$ cat src/rtl/stopwatch_pkg.sv
// stopwatch_pkg: shared field widths, time bundle and load saturation.
// Optional feature macro: STOPWATCH_DAY_COUNT_EN (adds day output in top).
package stopwatch_pkg;

  localparam int HOUR_W = 6;
  localparam int MIN_W  = 6;
  localparam int SEC_W  = 6;
  localparam int MS_W   = 10;

  localparam logic [MS_W-1:0]  MS_MAX = 10'd999;
  localparam logic [SEC_W-1:0] SM_MAX = 6'd59;

  typedef struct packed {
    logic [HOUR_W-1:0] hour;
    logic [MIN_W-1:0]  minute;
    logic [SEC_W-1:0]  second;
    logic [MS_W-1:0]   m_sec;
  } time_t;

  function automatic time_t saturate_time(
    input time_t             t,
    input logic [HOUR_W-1:0] h_max
  );
    time_t r;
    r = t;
    if (t.hour > h_max)    r.hour   = h_max;
    if (t.minute > SM_MAX) r.minute = SM_MAX;
    if (t.second > SM_MAX) r.second = SM_MAX;
    if (t.m_sec > MS_MAX)  r.m_sec  = MS_MAX;
    return r;
  endfunction

endpackage

$ cat src/rtl/stopwatch_lap_fifo.sv
// lap_fifo: first-word-fall-through split FIFO with sticky overflow.
// Optional feature macro: none (see STOPWATCH_DAY_COUNT_EN in top).
module lap_fifo
  import stopwatch_pkg::*;
#(
  parameter int  DEPTH = 4,
  parameter type T     = time_t
) (
  input  logic clock,
  input  logic reset_n,
  input  logic push,
  input  logic pop,
  input  logic ovf_clr,
  input  T     din,
  output T     dout,
  output logic full,
  output logic empty,
  output logic overflow
);

  localparam int AW = $clog2(DEPTH);
  localparam logic [AW:0] FULL_CNT = (AW+1)'(DEPTH);

  T              mem [DEPTH];
  logic [AW-1:0] wr_q;
  logic [AW-1:0] rd_q;
  logic [AW:0]   cnt_q;
  logic          do_push;
  logic          do_pop;

  assign full  = (cnt_q == FULL_CNT);
  assign empty = (cnt_q == '0);

  assign do_pop  = pop & ~empty;
  assign do_push = push & (~full | do_pop);

  assign dout = empty ? T'('0) : mem[rd_q];

  // storage and pointers; a pop frees room for a same-cycle push
  always_ff @(posedge clock or negedge reset_n) begin
    if (!reset_n) begin
      for (int i = 0; i < DEPTH; i++) mem[i] <= '0;
      wr_q  <= '0;
      rd_q  <= '0;
      cnt_q <= '0;
    end else begin
      if (do_push) begin
        mem[wr_q] <= din;
        wr_q      <= wr_q + 1'b1;
      end
      if (do_pop) rd_q <= rd_q + 1'b1;
      unique case ({do_push, do_pop})
        2'b10:   cnt_q <= cnt_q + 1'b1;
        2'b01:   cnt_q <= cnt_q - 1'b1;
        default: cnt_q <= cnt_q;
      endcase
    end
  end

  // sticky drop flag: push into a full FIFO with no pop
  always_ff @(posedge clock or negedge reset_n) begin
    if (!reset_n)                     overflow <= 1'b0;
    else if (ovf_clr)                 overflow <= 1'b0;
    else if (push & full & ~do_pop)   overflow <= 1'b1;
  end

endmodule

$ cat src/rtl/stopwatch_lap.sv
// stopwatch_lap: HH:MM:SS.mmm up/down stopwatch with lap FIFO.
// Optional feature macro: STOPWATCH_DAY_COUNT_EN adds day[7:0].
module stopwatch_lap
  import stopwatch_pkg::*;
#(
  parameter int CLK_FREQ_HZ = 50000000,
  parameter int LAP_DEPTH   = 4,
  parameter int HOUR_MODULO = 24
) (
  input  logic        clock,
  input  logic        reset_n,
  input  logic        run,
  input  logic        clear,
  input  logic        mode_down,
  input  logic        load,
  input  logic [17:0] load_epoch,
  input  logic [9:0]  load_m_epoch,
  input  logic        lap,
  output logic [17:0] epoch,
  output logic [9:0]  m_epoch,
  output logic        wrap,
  output logic        done,
  output logic [17:0] lap_epoch,
  output logic [9:0]  lap_m_epoch,
  output logic        lap_valid,
  input  logic        lap_ready,
  output logic        lap_overflow
`ifdef STOPWATCH_DAY_COUNT_EN
  ,
  output logic [7:0]  day
`endif
);

  localparam int PRE_N = CLK_FREQ_HZ / 1000;
  localparam int PRE_W = (PRE_N > 1) ? $clog2(PRE_N) : 1;
  localparam logic [PRE_W-1:0]  PRE_MAX = PRE_W'(PRE_N - 1);
  localparam logic [HOUR_W-1:0] H_MAX   = HOUR_W'(HOUR_MODULO - 1);

  logic [PRE_W-1:0] pre_q;
  logic             tick;
  time_t            time_q;
  time_t            time_d;
  time_t            t_inc;
  time_t            t_dec;
  time_t            load_t;
  time_t            head;
  logic             inc_wrap;
  logic             at_zero;
  logic             wrap_d;
  logic             done_d;
  logic             unused_full;
  logic             lap_empty;

`ifdef STOPWATCH_DAY_COUNT_EN
  logic [7:0] day_q;
  logic [7:0] day_d;
  logic       dec_borrow;
  assign day = day_q;
`endif

  assign tick   = run & (pre_q == PRE_MAX);
  assign load_t = time_t'({load_epoch, load_m_epoch});

`ifdef STOPWATCH_DAY_COUNT_EN
  assign at_zero = (time_q == '0) & (day_q == '0);
`else
  assign at_zero = (time_q == '0);
`endif

  // prescaler: runs only while run=1, restarts on clear/load
  always_ff @(posedge clock or negedge reset_n) begin
    if (!reset_n)         pre_q <= '0;
    else if (clear|load)  pre_q <= '0;
    else if (tick)        pre_q <= '0;
    else if (run)         pre_q <= pre_q + 1'b1;
  end

  // up-count carry chain, carries judged on pre-increment values
  always_comb begin
    t_inc    = time_q;
    inc_wrap = 1'b0;
    if (time_q.m_sec != MS_MAX) begin
      t_inc.m_sec = time_q.m_sec + 1'b1;
    end else begin
      t_inc.m_sec = '0;
      if (time_q.second != SM_MAX) begin
        t_inc.second = time_q.second + 1'b1;
      end else begin
        t_inc.second = '0;
        if (time_q.minute != SM_MAX) begin
          t_inc.minute = time_q.minute + 1'b1;
        end else begin
          t_inc.minute = '0;
          if (time_q.hour != H_MAX) begin
            t_inc.hour = time_q.hour + 1'b1;
          end else begin
            t_inc.hour = '0;
            inc_wrap   = 1'b1;
          end
        end
      end
    end
  end

  // down-count borrow chain mirroring the up chain
  always_comb begin
    t_dec = time_q;
`ifdef STOPWATCH_DAY_COUNT_EN
    dec_borrow = 1'b0;
`endif
    if (time_q.m_sec != '0) begin
      t_dec.m_sec = time_q.m_sec - 1'b1;
    end else begin
      t_dec.m_sec = MS_MAX;
      if (time_q.second != '0) begin
        t_dec.second = time_q.second - 1'b1;
      end else begin
        t_dec.second = SM_MAX;
        if (time_q.minute != '0) begin
          t_dec.minute = time_q.minute - 1'b1;
        end else begin
          t_dec.minute = SM_MAX;
          if (time_q.hour != '0) begin
            t_dec.hour = time_q.hour - 1'b1;
          end else begin
            t_dec.hour = H_MAX;
`ifdef STOPWATCH_DAY_COUNT_EN
            dec_borrow = 1'b1;
`endif
          end
        end
      end
    end
  end

  // next time: clear beats load beats tick; down mode stops at zero
  always_comb begin
    time_d = time_q;
    wrap_d = 1'b0;
    done_d = done;
`ifdef STOPWATCH_DAY_COUNT_EN
    day_d  = day_q;
`endif
    if (clear) begin
      time_d = '0;
      done_d = 1'b0;
`ifdef STOPWATCH_DAY_COUNT_EN
      day_d  = '0;
`endif
    end else if (load) begin
      time_d = saturate_time(load_t, H_MAX);
      done_d = 1'b0;
`ifdef STOPWATCH_DAY_COUNT_EN
      day_d  = '0;
`endif
    end else if (tick) begin
      if (!mode_down) begin
        time_d = t_inc;
        wrap_d = inc_wrap;
`ifdef STOPWATCH_DAY_COUNT_EN
        if (inc_wrap) day_d = day_q + 8'd1;
`endif
      end else if (!done) begin
        if (at_zero) begin
          done_d = 1'b1;
        end else begin
          time_d = t_dec;
`ifdef STOPWATCH_DAY_COUNT_EN
          if (dec_borrow) day_d = day_q - 8'd1;
`endif
        end
      end
    end
  end

  // time and status registers
  always_ff @(posedge clock or negedge reset_n) begin
    if (!reset_n) begin
      time_q <= '0;
      wrap   <= 1'b0;
      done   <= 1'b0;
    end else begin
      time_q <= time_d;
      wrap   <= wrap_d;
      done   <= done_d;
    end
  end

`ifdef STOPWATCH_DAY_COUNT_EN
  // day counter extends the time chain above hours
  always_ff @(posedge clock or negedge reset_n) begin
    if (!reset_n) day_q <= '0;
    else          day_q <= day_d;
  end
`endif

  assign epoch   = {time_q.hour, time_q.minute, time_q.second};
  assign m_epoch = time_q.m_sec;

  lap_fifo #(
    .DEPTH (LAP_DEPTH),
    .T     (time_t)
  ) u_lap_fifo (
    .clock    (clock),
    .reset_n  (reset_n),
    .push     (lap),
    .pop      (lap_ready),
    .ovf_clr  (clear),
    .din      (time_q),
    .dout     (head),
    .full     (unused_full),
    .empty    (lap_empty),
    .overflow (lap_overflow)
  );

  assign lap_valid   = ~lap_empty;
  assign lap_epoch   = {head.hour, head.minute, head.second};
  assign lap_m_epoch = head.m_sec;

endmodule

$ cat config.mk
export PLATFORM = sky130hd
export DESIGN_NAME = stopwatch_lap
export DESIGN_NICKNAME = d
export VERILOG_FILES = /design/src/rtl/stopwatch_pkg.sv /design/src/rtl/stopwatch_lap_fifo.sv /design/src/rtl/stopwatch_lap.sv
export SDC_FILE = /design/constraint.sdc
export NUM_CORES = 1
export LEC_CHECK = 0
export ABC_AREA = 0
export CAP_MARGIN = 20
export CORE_MARGIN = 2
export CORE_UTILIZATION = 42
export CTS_CLUSTER_SIZE = 12
export DETAILED_ROUTE_END_ITERATION = 7
export SYNTH_ARGS = -nofsm -noshare
export SYNTH_HDL_FRONTEND = slang
export SYNTH_SLANG_ARGS = --single-unit
$ cat constraint.sdc
create_clock -name clock -period 4.54 [get_ports clock]
set_input_delay 0.454 -clock clock [delete_from_list [all_inputs] [get_ports clock]]
set_output_delay 0.454 -clock clock [all_outputs]
set_load 0.01 [all_outputs]
==> metrics.md <==
| Metric | Value |
|---|---|
| Status | complete, no violations |
| Synth top area cells | dfrtp_1 (45%), mux2_2 (8.4%), mux4_2 (6.8%), o21ai_0 (5.2%), nand2_1 (3.7%) |
| Die area | 23200 um2 |
| Pwr dens | 553 nW/um2 |
| Slew HR | 30.7% |
| Worst min-delay path class | in2async |
| # resized after CTS | 0 |
| Synth Area in Adders | roughly 2.5% |
| Leakage | 4.68 nW |
| Most numerous cell in the Yosys netlist | dfrtp_1 |
| Final #Nets | 1028 |
| Post-synthesis compound-gate area fraction | around 13% |
| Post-route ant nets | 0 |
| Die Height | 152 um |
| Crit end category | primary output |
| CP arrival | 2.81 ns |
| Clock sink count | roughly 170 |
| Final Max Slew Viols | 0 |
| Worst Skew | 0.0108 ns |
| Fin crit period | approximately 3.3 ns |
| Xor and xnor area share after synthesis | 3.42% |
| Max cap viols | 0 |
| Worst-Margin Slew | 1.04 ns |
| Total number of vias | between 7000 and 8000 |
| WL final | 24500 um |
| Setup Total Neg Slack | 0 ns |
| Remaining global-route overflow | 0 |
| Post-synthesis simple-gate area fraction | between 15 and 20% |
| Cells after synthesis | slightly above 900 |
| Seq/Total Area, Yosys | 45.0% |
| Comb power frac | 37.7% |
| Largest family of logic cells by synthesized area | simple AND/OR/NAND/NOR gates |
| Critical Path Start Type | flip-flop |
| Psw | 2.08 mW |
| H-tree depth | 4 |
| Crit path max fanout | 20 |
| I/O pin total | 96 |
| Mux cell area share after synthesis | 15.5% |
| Final HPWL DP | 16700 um |
| Hold buffers post-CTS | 0 |
| Die Wd | 152 um |
| Final setup violation count | 0 |
| Worst-path cell chain | buf_4, mux4_2, and2_1, clkdlybuf4s50_1 |
| Crit-path max cell delay | 1.02 ns |
| Netlist cell types | 72 |
| Area of the multi-input gates | 4720 um2 |
| Internal power | 4.03 mW |
| Yosys warning count | 0 |
| Clock latency on the worst-skew pair | approximately 0.44 ns |
| Routed WL per cell | 19.3 um |
| Post-CTS Setup Inserts | 0 |
| Yosys top cell area share | 45.0% |
| Core Util, Final | 51.0% |
| Routability cong. | 0.865 |
| Critical path class | reg2out |
| Wire length of the first global-routing pass | 40100 um |
| Ant diodes | 0 |
| Worst Path Required | 4.09 ns |
| Initial core utilization | 42.5% |
| CTS Buffer Depth | 2 |
| Via density | 5.77 |
| Layout area overhead | 19.8% |
| CP max-delay cell | dfrtp_1 |
| Row count | 54 |
| Peak Freq | 0.306 GHz |
| Peak VDD IR | 0.280 mV |
| Vias in the first global route | 7253 |
| Syn Area/Cell | 10.2 um2 |
| TritonCTS clock tree | built |
| Synth async-reset ratio | 100% |
| Sequential Power Share | 38.6% |
| Post-synth top flop | dfrtp_1 |
| Share of layout cells above drive strength 1 | 16.5% |
| DR pass1 iterations | 5 |
| Syn nets | 960 |
| Clock share of power | 23.7% |
| Flops & latches, synth | ~170 |
| Root buffer cell | clkbuf_16 |
| R2r setup slk | 1.35 ns |
| DRC | 0 |
| Most frequent cells after synthesis | dfrtp_1 (166), o21ai_0 (96), nand2_1 (90) |
| Fin. Hold Viols | 0 |
| Switch share | 34.0% |
| Largest net degree at the start of global routing | 101 |
| Iter 0 DRT Violations | about 600 |
| Clk pin slew, worst setup/hold paths | roughly 0.07 ns |
| GRT Total Usage | 21.7% |
| Number of fill cells | around 2000 |
| Leading area contributor after synthesis | dfrtp_1 |
| Port buffer count | 95 |
| CORE AREA | around 22000 um2 |
| Initial antenna violation count | 0 |
| CTS buffer count | 17 |
| Post-synthesis cell area | 9230 um2 |
| Period utilisation layout | between 70% and 80% |
| RSZ-0062 raised after global routing | false |
| Register Area | between 4000 and 5000 um2 |
| Number of enable flip-flop cells after synthesis | 0 |
==> power by group through the flow <==
| stage | clock [mW] | sequential [mW] | combinational [mW] |
|---|---|---|---|
| finish | 1.45 | 2.36 | 2.30 |
| global route | 1.54 | 2.43 | 2.54 |
| CTS | 1.47 | 2.36 | 2.30 |
| detailed placement | 0 | 2.38 | 2.30 |
| global placement | 0 | 2.36 | 2.27 |
| floorplan | 0 | 2.17 | 1.59 |
==> registers in the layout, indices dropped and copies added, names as in the netlist <==
signal	flops
pre_q	16
m_epoch	10
u_lap_fifo.overflow	1
u_lap_fifo.cnt_q	3
u_lap_fifo.wr_q	2
epoch	18
wrap	1
u_lap_fifo.mem	112
done	1
u_lap_fifo.rd_q	2
==> worst paths after layout <==
| check | to | from | cells past startpoint |
|---|---|---|---|
| worst max-delay path | lap_m_epoch[6] | u_lap_fifo.rd_q[1] | 4 |
| worst min-delay path | u_lap_fifo.mem[86] | reset_n | 1 |
| worst max register to register | epoch[5] | m_epoch[0] | 8 |
| min in group clock | u_lap_fifo.mem[95] | u_lap_fifo.mem[95] | 2 |
| max in group asynchronous | epoch[9] | reset_n | 2 |
| worst min register to register | u_lap_fifo.mem[95] | u_lap_fifo.mem[95] | 2 |
==> cell type report <==
type,instances,area share [%]
clock inverter,13,1.28
clock buffer,19,4.01
tap,280,3.17
sequential,166,37.6
multi-input combinational,649,42.7
inverter,24,0.815
timing repair buffer,116,10.5
==> stage by stage <==
stage	cell area (um2)	cells	hold slack [ns]	setup slack, ns	total power [mW]
global route	11100	1267	0.215	1.13	6.51
finish	11100	1267	0.118	1.27	6.11
detailed placement	10400	1232	0.468	1.25	4.68
floorplan	9230	906	0.158	1.72	3.76
CTS	11000	1264	0.180	1.21	6.14
global placement	10400	1232	0.458	1.30	4.63
==> worst max-delay path, delay by kind of cell, from the launching register on <==
kind	cells	cell delay, ns
multiplexers	1	0.32
flip-flops	1	1.02
buffers and inverters	2	0.83
AND/OR/NAND/NOR	1	0.18
==> cell families after synthesis <==
family	count (synthesis)
compound gates	201
xor+xnor	36
flops	166
mux	99
buf+inv	91
simple gates	295
fa+ha+maj	18
==> metal layers <==
metal  vias up  GRT usage [%]  part of all wire (%)
li1       3418              -                     -
met1      3656           30.2                    46
met2       207           34.9                    47
met3        31           4.07                   5.4
met4         0           6.05                   1.6
met5         -              0                     0
==> cells in the final DEF, fill, tap and decap left out, types with 6 or more instances in the layout <==
cell type / n
nand4_1: 10
buf_4: 17
or3_1: 11
inv_1: 24
nor3_1: 19
nand3_1: 26
mux2_2: 69
and2_1: 31
o21ai_0: 96
a211oi_1: 7
clkbuf_16: 17
or4_1: 8
o31ai_1: 9
a21oi_1: 30
a31oi_1: 7
nand2_1: 90
and3_1: 6
dfrtp_1: 165
mux4_2: 28
ha_1: 17
clkdlybuf4s50_1: 94
nor2_1: 57
xnor2_1: 17
xor2_1: 19
nor4_1: 6
Note: power is estimated with default switching activity, not from simulation.
